### src/rtl/demux32_8_reg_if.sv
// Result-bus interface between the write-side demux and its source/destinations.
interface demux32_8_reg_if #(
    parameter int unsigned WIDTH   = 32,
    parameter int unsigned NUM_OUT = 8,
    parameter int unsigned SEL_W   = 3
);
    logic                       in_valid;
    logic                       in_ready;
    logic [SEL_W-1:0]           in_sel;
    logic [WIDTH-1:0]           in_data;
    logic [NUM_OUT-1:0]         dst_busy;
    logic [NUM_OUT*WIDTH-1:0]   dst_q;
    logic [NUM_OUT-1:0]         dst_wr;
    logic                       pend;
    logic                       sel_err;

    // Source side: drives the word, select and destination busy flags
    modport master (
        output in_valid, in_sel, in_data, dst_busy,
        input  in_ready, dst_q, dst_wr, pend, sel_err
    );

    // Demux side
    modport slave (
        input  in_valid, in_sel, in_data, dst_busy,
        output in_ready, dst_q, dst_wr, pend, sel_err
    );
endinterface

### src/rtl/demux32_8_reg.sv
// Registered 1-to-NUM_OUT write demux: commits one result word into a holding
// register per transfer, stalling while the selected destination is busy.
module demux32_8_reg #(
    parameter int unsigned WIDTH   = 32,
    parameter int unsigned NUM_OUT = 8,
    parameter int unsigned SEL_W   = 3
) (
    input  logic            clk,
    input  logic            reset_n,
    demux32_8_reg_if.slave  bus
);
    typedef enum logic {
        IDLE = 1'b0,
        PEND = 1'b1
    } state_t;

    state_t                     state;
    state_t                     state_nx;

    logic [SEL_W-1:0]           pend_sel;
    logic [WIDTH-1:0]           pend_data;

    logic [NUM_OUT*WIDTH-1:0]   dst_q;
    logic [NUM_OUT-1:0]         dst_wr;
    logic                       pend;
    logic                       sel_err;

    logic                       in_range_c;
    logic                       commit_c;
    logic                       capture_c;
    logic                       bad_sel_c;
    logic [SEL_W-1:0]           wr_sel_c;
    logic [WIDTH-1:0]           wr_data_c;

    // Out-of-range selects must never index dst_busy or the register file
    assign in_range_c = (32'(bus.in_sel) < NUM_OUT);

    // Next-state and commit decode; buffered word takes priority in PEND
    always_comb begin
        state_nx  = state;
        commit_c  = 1'b0;
        capture_c = 1'b0;
        bad_sel_c = 1'b0;
        wr_sel_c  = bus.in_sel;
        wr_data_c = bus.in_data;
        case (state)
            IDLE: begin
                if (bus.in_valid) begin
                    if (!in_range_c) begin
                        bad_sel_c = 1'b1;
                    end else if (bus.dst_busy[bus.in_sel]) begin
                        capture_c = 1'b1;
                        state_nx  = PEND;
                    end else begin
                        commit_c  = 1'b1;
                    end
                end
            end
            PEND: begin
                wr_sel_c  = pend_sel;
                wr_data_c = pend_data;
                if (!bus.dst_busy[pend_sel]) begin
                    commit_c = 1'b1;
                    state_nx = IDLE;
                end
            end
            default: begin
                state_nx = IDLE;
            end
        endcase
    end

    // State, pending buffer, holding registers and status flags
    always_ff @(posedge clk) begin
        if (!reset_n) begin
            state     <= IDLE;
            pend_sel  <= '0;
            pend_data <= '0;
            dst_q     <= '0;
            dst_wr    <= '0;
            pend      <= 1'b0;
            sel_err   <= 1'b0;
        end else begin
            state  <= state_nx;
            pend   <= (state_nx == PEND);
            dst_wr <= commit_c ? (NUM_OUT'(1) << wr_sel_c) : '0;
            if (capture_c) begin
                pend_sel  <= bus.in_sel;
                pend_data <= bus.in_data;
            end
            if (bad_sel_c) begin
                sel_err <= 1'b1;
            end
            for (int unsigned i = 0; i < NUM_OUT; i++) begin
                if (commit_c && (wr_sel_c == SEL_W'(i))) begin
                    dst_q[i*WIDTH +: WIDTH] <= wr_data_c;
                end
            end
        end
    end

    assign bus.in_ready = (state == IDLE);
    assign bus.dst_q    = dst_q;
    assign bus.dst_wr   = dst_wr;
    assign bus.pend     = pend;
    assign bus.sel_err  = sel_err;

endmodule
### src/flat_wrapper.sv
// flat-port wrapper written by rule: the top's interface ports become plain ports
module demux32_8_reg_flat 
#(
    parameter int unsigned WIDTH   = 32,
    parameter int unsigned NUM_OUT = 8,
    parameter int unsigned SEL_W   = 3
)
  (clk, reset_n, bus_in_valid, bus_in_sel, bus_in_data, bus_dst_busy, bus_in_ready, bus_dst_q, bus_dst_wr, bus_pend, bus_sel_err);
  demux32_8_reg_if #(.WIDTH(WIDTH), .NUM_OUT(NUM_OUT), .SEL_W(SEL_W)) bus_i ();
  input  logic clk;
  input  logic reset_n;
  input wire logic [$bits(bus_i.in_valid)-1:0] bus_in_valid;
  input wire logic [$bits(bus_i.in_sel)-1:0] bus_in_sel;
  input wire logic [$bits(bus_i.in_data)-1:0] bus_in_data;
  input wire logic [$bits(bus_i.dst_busy)-1:0] bus_dst_busy;
  output wire logic [$bits(bus_i.in_ready)-1:0] bus_in_ready;
  output wire logic [$bits(bus_i.dst_q)-1:0] bus_dst_q;
  output wire logic [$bits(bus_i.dst_wr)-1:0] bus_dst_wr;
  output wire logic [$bits(bus_i.pend)-1:0] bus_pend;
  output wire logic [$bits(bus_i.sel_err)-1:0] bus_sel_err;
  assign bus_i.in_valid = bus_in_valid;
  assign bus_i.in_sel = bus_in_sel;
  assign bus_i.in_data = bus_in_data;
  assign bus_i.dst_busy = bus_dst_busy;
  assign bus_in_ready = bus_i.in_ready;
  assign bus_dst_q = bus_i.dst_q;
  assign bus_dst_wr = bus_i.dst_wr;
  assign bus_pend = bus_i.pend;
  assign bus_sel_err = bus_i.sel_err;
  demux32_8_reg #(.WIDTH(WIDTH), .NUM_OUT(NUM_OUT), .SEL_W(SEL_W)) u_core (.clk(clk), .reset_n(reset_n), .bus(bus_i));
endmodule
### config.mk
export PLATFORM = sky130hd
export DESIGN_NAME = demux32_8_reg_flat
export DESIGN_NICKNAME = d
export VERILOG_FILES = /design/src/rtl/demux32_8_reg_if.sv /design/src/rtl/demux32_8_reg.sv /design/src/flat_wrapper.sv
export SDC_FILE = /design/constraint.sdc
export NUM_CORES = 1
export LEC_CHECK = 0
export ABC_AREA = 1
export CAP_MARGIN = 0
export CORE_MARGIN = 1.5
export CORE_UTILIZATION = 30
export CTS_CLUSTER_SIZE = 25
export DETAILED_ROUTE_END_ITERATION = 6
export DONT_BUFFER_PORTS = 1
export GPL_TIMING_DRIVEN = 0
export HOLD_SLACK_MARGIN = 0.12
export PLACE_DENSITY_LB_ADDON = 0.25
export SLEW_MARGIN = 20
export SYNTH_ARGS = -nofsm -noshare
export SYNTH_HDL_FRONTEND = slang
export SYNTH_SLANG_ARGS = --single-unit
### constraint.sdc
create_clock -name clk -period 1.7 [get_ports clk]
set_input_delay 0.255 -clock clk [delete_from_list [all_inputs] [get_ports clk]]
set_output_delay 0.255 -clock clk [all_outputs]
set_load 0.05 [all_outputs]
==> impl_metrics.env <==
export IMPL_power_density_cell_area_nw_per_um2=1145
export IMPL_worst_hold_path_num_cells=4
export IMPL_slowest_stage="sky130_fd_sc_hd__dfxtp_4"
export IMPL_multi_input_area_um2=5987
export IMPL_slew_violations=0
export IMPL_final_wirelength_um=58140
export IMPL_dieWidth_um=221.1
export IMPL_crit_reg2reg_launch="u_core.bus.pend$_SDFF_PN0_"
export IMPL_initial_antenna_violation_count=2
export IMPL_die_area_um2=48870
export IMPL_timing_critical_path_to_type="flip-flop"
export IMPL_power_uw=21080
export IMPL_cts_tree="done"
export IMPL_fillerInstances=4825
export IMPL_timing_reg2reg_setup_slack_ps=-270
export IMPL_synth_seq_cells=300
export IMPL_worst_hold_path_endpoint="u_core.pend_data[31]$_SDFFE_PN0P_"
export IMPL_critical_path_top_cell_by_count="sky130_fd_sc_hd__buf_8"
export IMPL_maxSlewHeadroom_pct=45.28
export IMPL_cellLeakagePower_uw=0.008571
export IMPL_crit_type="reg -> reg"
export IMPL_post_route_util_pct=39.40
export IMPL_grt_setup_unrepaired="yes"
export IMPL_most_common_layout_cells="560 x sky130_fd_sc_hd__nand2_1, 556 x sky130_fd_sc_hd__inv_1, 298 x sky130_fd_sc_hd__dfxtp_1"
export IMPL_critical_path_max_stage_delay_ps=410
export IMPL_cap_viol_max_count=0
export IMPL_min_delay_start="bus_in_valid"
export IMPL_drt_initial_drc_count=1051
export IMPL_avgViaCountPerCell=4.603
export IMPL_cts_buffers_inserted=37
export IMPL_port_buffer_count=0
export IMPL_setup_viol=299
export IMPL_chipHeight_um=221.1
export IMPL_clock_root_buffer="sky130_fd_sc_hd__clkbuf_16"
export IMPL_clock_latency_ps=540
export IMPL_dr_total_vias=13790
export IMPL_seq_area_um2=6011
export IMPL_cts_clk_slew_worst_paths_ps=50
export IMPL_htree_levels=2
export IMPL_final_hold_violating_endpoints=0
export IMPL_globalRouteTotalUtil_pct=23.18
export IMPL_first_pass_grt_wire_length_um=84060
export IMPL_syn_num_nets=2290
export IMPL_timing_rr_end="u_core.bus.dst_q[9]$_SDFFE_PN0P_"
export IMPL_r2r_cells=8
export IMPL_critical_path_top_delay_family="buffers and inverters"
export IMPL_placed_cells=2882
export IMPL_post_dp_cell_area_um2=15660
export IMPL_core_um2=46750
export IMPL_synth_warnings=0
export IMPL_drt_pass1_iter_count=7
export IMPL_first_global_vias=13060
export IMPL_min_period_ps=1965
export IMPL_cp_arrival_ps=2400
export IMPL_detailedPlacementHpwl_um=44170
export IMPL_skew_ps=6.318
export IMPL_final_setup_worst_slack_ps=-265.2
export IMPL_antenna_cells_inserted=0
export IMPL_violations="design-rule violations, negative setup slack"
export IMPL_worst_slew_pin_transition_ps=820.8
export IMPL_seq_area_frac_synth_pct=42.10
export IMPL_start_util_pct=30.51
export IMPL_post_route_period_util_pct=115.6
export IMPL_boundaryPins=313
export IMPL_crit_buf_inv=4
export IMPL_rows=79
export IMPL_max_clock_freq_mhz=508.9
export IMPL_syn_area_um2=14260
export IMPL_max_clock_path_buffers=3
export IMPL_post_synth_inst_count=2244
export IMPL_final_cells=2995
export IMPL_wire_per_inst_um=19.41
export IMPL_gp_congestion=0.8407
export IMPL_final_common_cell="sky130_fd_sc_hd__nand2_1"
export IMPL_whs_ps=187.9
export IMPL_required_time_of_the_critical_path_ps=2130
export IMPL_hold_path_class="in -> reg"
export IMPL_run_status="finished with violations"
export IMPL_gr_total_overflow=0
export IMPL_finalInstanceArea_um2=18420
export IMPL_worstPathCellList="buf_8, buf_2, buf_4, o21ai_4, buf_8, nand4_1, nand2_1, nor2_1"
export IMPL_tritoncts_num_sinks=300
export IMPL_yosysUniqueCellTypes=20
export IMPL_fraction_of_layout_instances_using_a_drive_strength_above_1_pct=12.27
export IMPL_ir_drop_mv=0.7248
export IMPL_synth_avg_cell_area_um2=6.357
export IMPL_area_growth_syn_to_layout_pct=29.14
export IMPL_drc=18
export IMPL_antenna_left=0
export IMPL_startpoint_type="flip-flop"
export IMPL_maximum_number_of_pins_on_one_net_before_global_route_repair=12
export IMPL_top_fanout_value_on_the_critical_path=10
export IMPL_num_nets_final=2412
==> area by class of cell <==
class / instances / share of cell area (%)
clock buffers: 58 / 6.106
multi-input cells: 1226 / 32.50
plain buffers: 154 / 7.247
inverters: 564 / 11.54
clock inverters: 3 / 0.3532
well taps: 607 / 4.123
repair buffers: 83 / 5.502
flip-flops and latches: 300 / 32.63
==> power breakdown <==
group	internal [uW]	switching, uW	total (uW)
sequential	7450	1470	8910
combinational	1530	2780	4310
clock	4800	3060	7860
total	13800	7310	21100
==> metrics by stage <==
| stage | setup WS (ps) | setup TNS, ps |
|---|---|---|
| global route | -337.4 | -76220 |
| global placement | -1354 | -308050 |
| floorplan | -28.30 | -6758 |
| finish | -265.2 | -56230 |
| detailed placement | -962.0 | -176510 |
| CTS | -298.3 | -68740 |
==> synth_stat cells <==
cell type,number,area [um2]
sky130_fd_sc_hd__nand2_1,568,2132
sky130_fd_sc_hd__inv_1,557,2091
sky130_fd_sc_hd__dfxtp_1,300,6006
sky130_fd_sc_hd__nor2_1,266,998.5
sky130_fd_sc_hd__nand4_1,258,1614
sky130_fd_sc_hd__buf_2,72,360.4
sky130_fd_sc_hd__clkbuf_1,49,183.9
sky130_fd_sc_hd__a21oi_1,37,185.2
sky130_fd_sc_hd__o21ai_0,37,185.2
sky130_fd_sc_hd__o21ai_1,34,170.2
sky130_fd_sc_hd__buf_1,29,108.9
sky130_fd_sc_hd__nand3_1,10,50.05
sky130_fd_sc_hd__nor2_2,7,43.79
sky130_fd_sc_hd__inv_2,6,22.52
sky130_fd_sc_hd__nand3_2,6,60.06
sky130_fd_sc_hd__buf_4,4,30.03
sky130_fd_sc_hd__clkinv_1,1,3.750
sky130_fd_sc_hd__conb_1,1,3.750
sky130_fd_sc_hd__nand3b_1,1,7.510
sky130_fd_sc_hd__o21ai_2,1,8.760
==> per-layer routing <==
layer / GRT usage, % / wire length (um) / vias up
li1: - / - / 6987
met1: 27.40 / 23560 / 6256
met2: 38.90 / 27000 / 429
met3: 6.679 / 4990 / 112
met4: 10.50 / 2575 / 2
met5: 0 / 13 / -
==> worst register-to-register path, stage by stage (launching register included) <==
cell and delay, ps:
sky130_fd_sc_hd__dfxtp_4 410, sky130_fd_sc_hd__buf_8 150, sky130_fd_sc_hd__buf_2 190, sky130_fd_sc_hd__buf_4 250
sky130_fd_sc_hd__o21ai_4 390, sky130_fd_sc_hd__buf_8 220, sky130_fd_sc_hd__nand4_1 110, sky130_fd_sc_hd__nand2_1 100
sky130_fd_sc_hd__nor2_1 50
==> repair_timing <==
action / 4_1_cts / 5_1_grt
hold buffers: 35 / 0
cloned: 0 / 4
setup buffers: 10 / 3
resized for setup: 179 / 121
hold endpoints to repair: 129 / 0
endpoints found under the setup margin: 301 / 301
pin swaps: 7 / 16
==> cell families after synthesis <==
kind of cell / synth area share, %
other cells: 0.02629
buf+inv: 19.63
flops: 42.10
simple gates: 34.39
compound gates: 3.851
==> worst max path at each step <==
stage	from	endpoint	slack [ps]	depth (start not counted)
after global placement	u_core.bus.pend$_SDFF_PN0_	u_core.bus.dst_q[75]$_SDFFE_PN0P_	-1350	7
after detailed placement	u_core.bus.pend$_SDFF_PN0_	u_core.bus.dst_q[122]$_SDFFE_PN0P_	-960	10
after CTS	u_core.bus.pend$_SDFF_PN0_	u_core.bus.dst_q[184]$_SDFFE_PN0P_	-300	9
after floorplan	u_core.bus.pend$_SDFF_PN0_	u_core.bus.dst_q[2]$_SDFFE_PN0P_	-30	9
after global routing	u_core.bus.pend$_SDFF_PN0_	u_core.bus.dst_q[14]$_SDFFE_PN0P_	-340	11
final	u_core.bus.pend$_SDFF_PN0_	u_core.bus.dst_q[9]$_SDFFE_PN0P_	-270	8
==> flip-flops by register name, summed over array words and instances (netlist names) <==
register / cells
u_core.pend_data: 32
u_core.bus.dst_q: 256
u_core.bus.pend: 1
u_core.pend_sel: 3
u_core.bus.dst_wr: 8
Power figures use the tool's default switching activity.
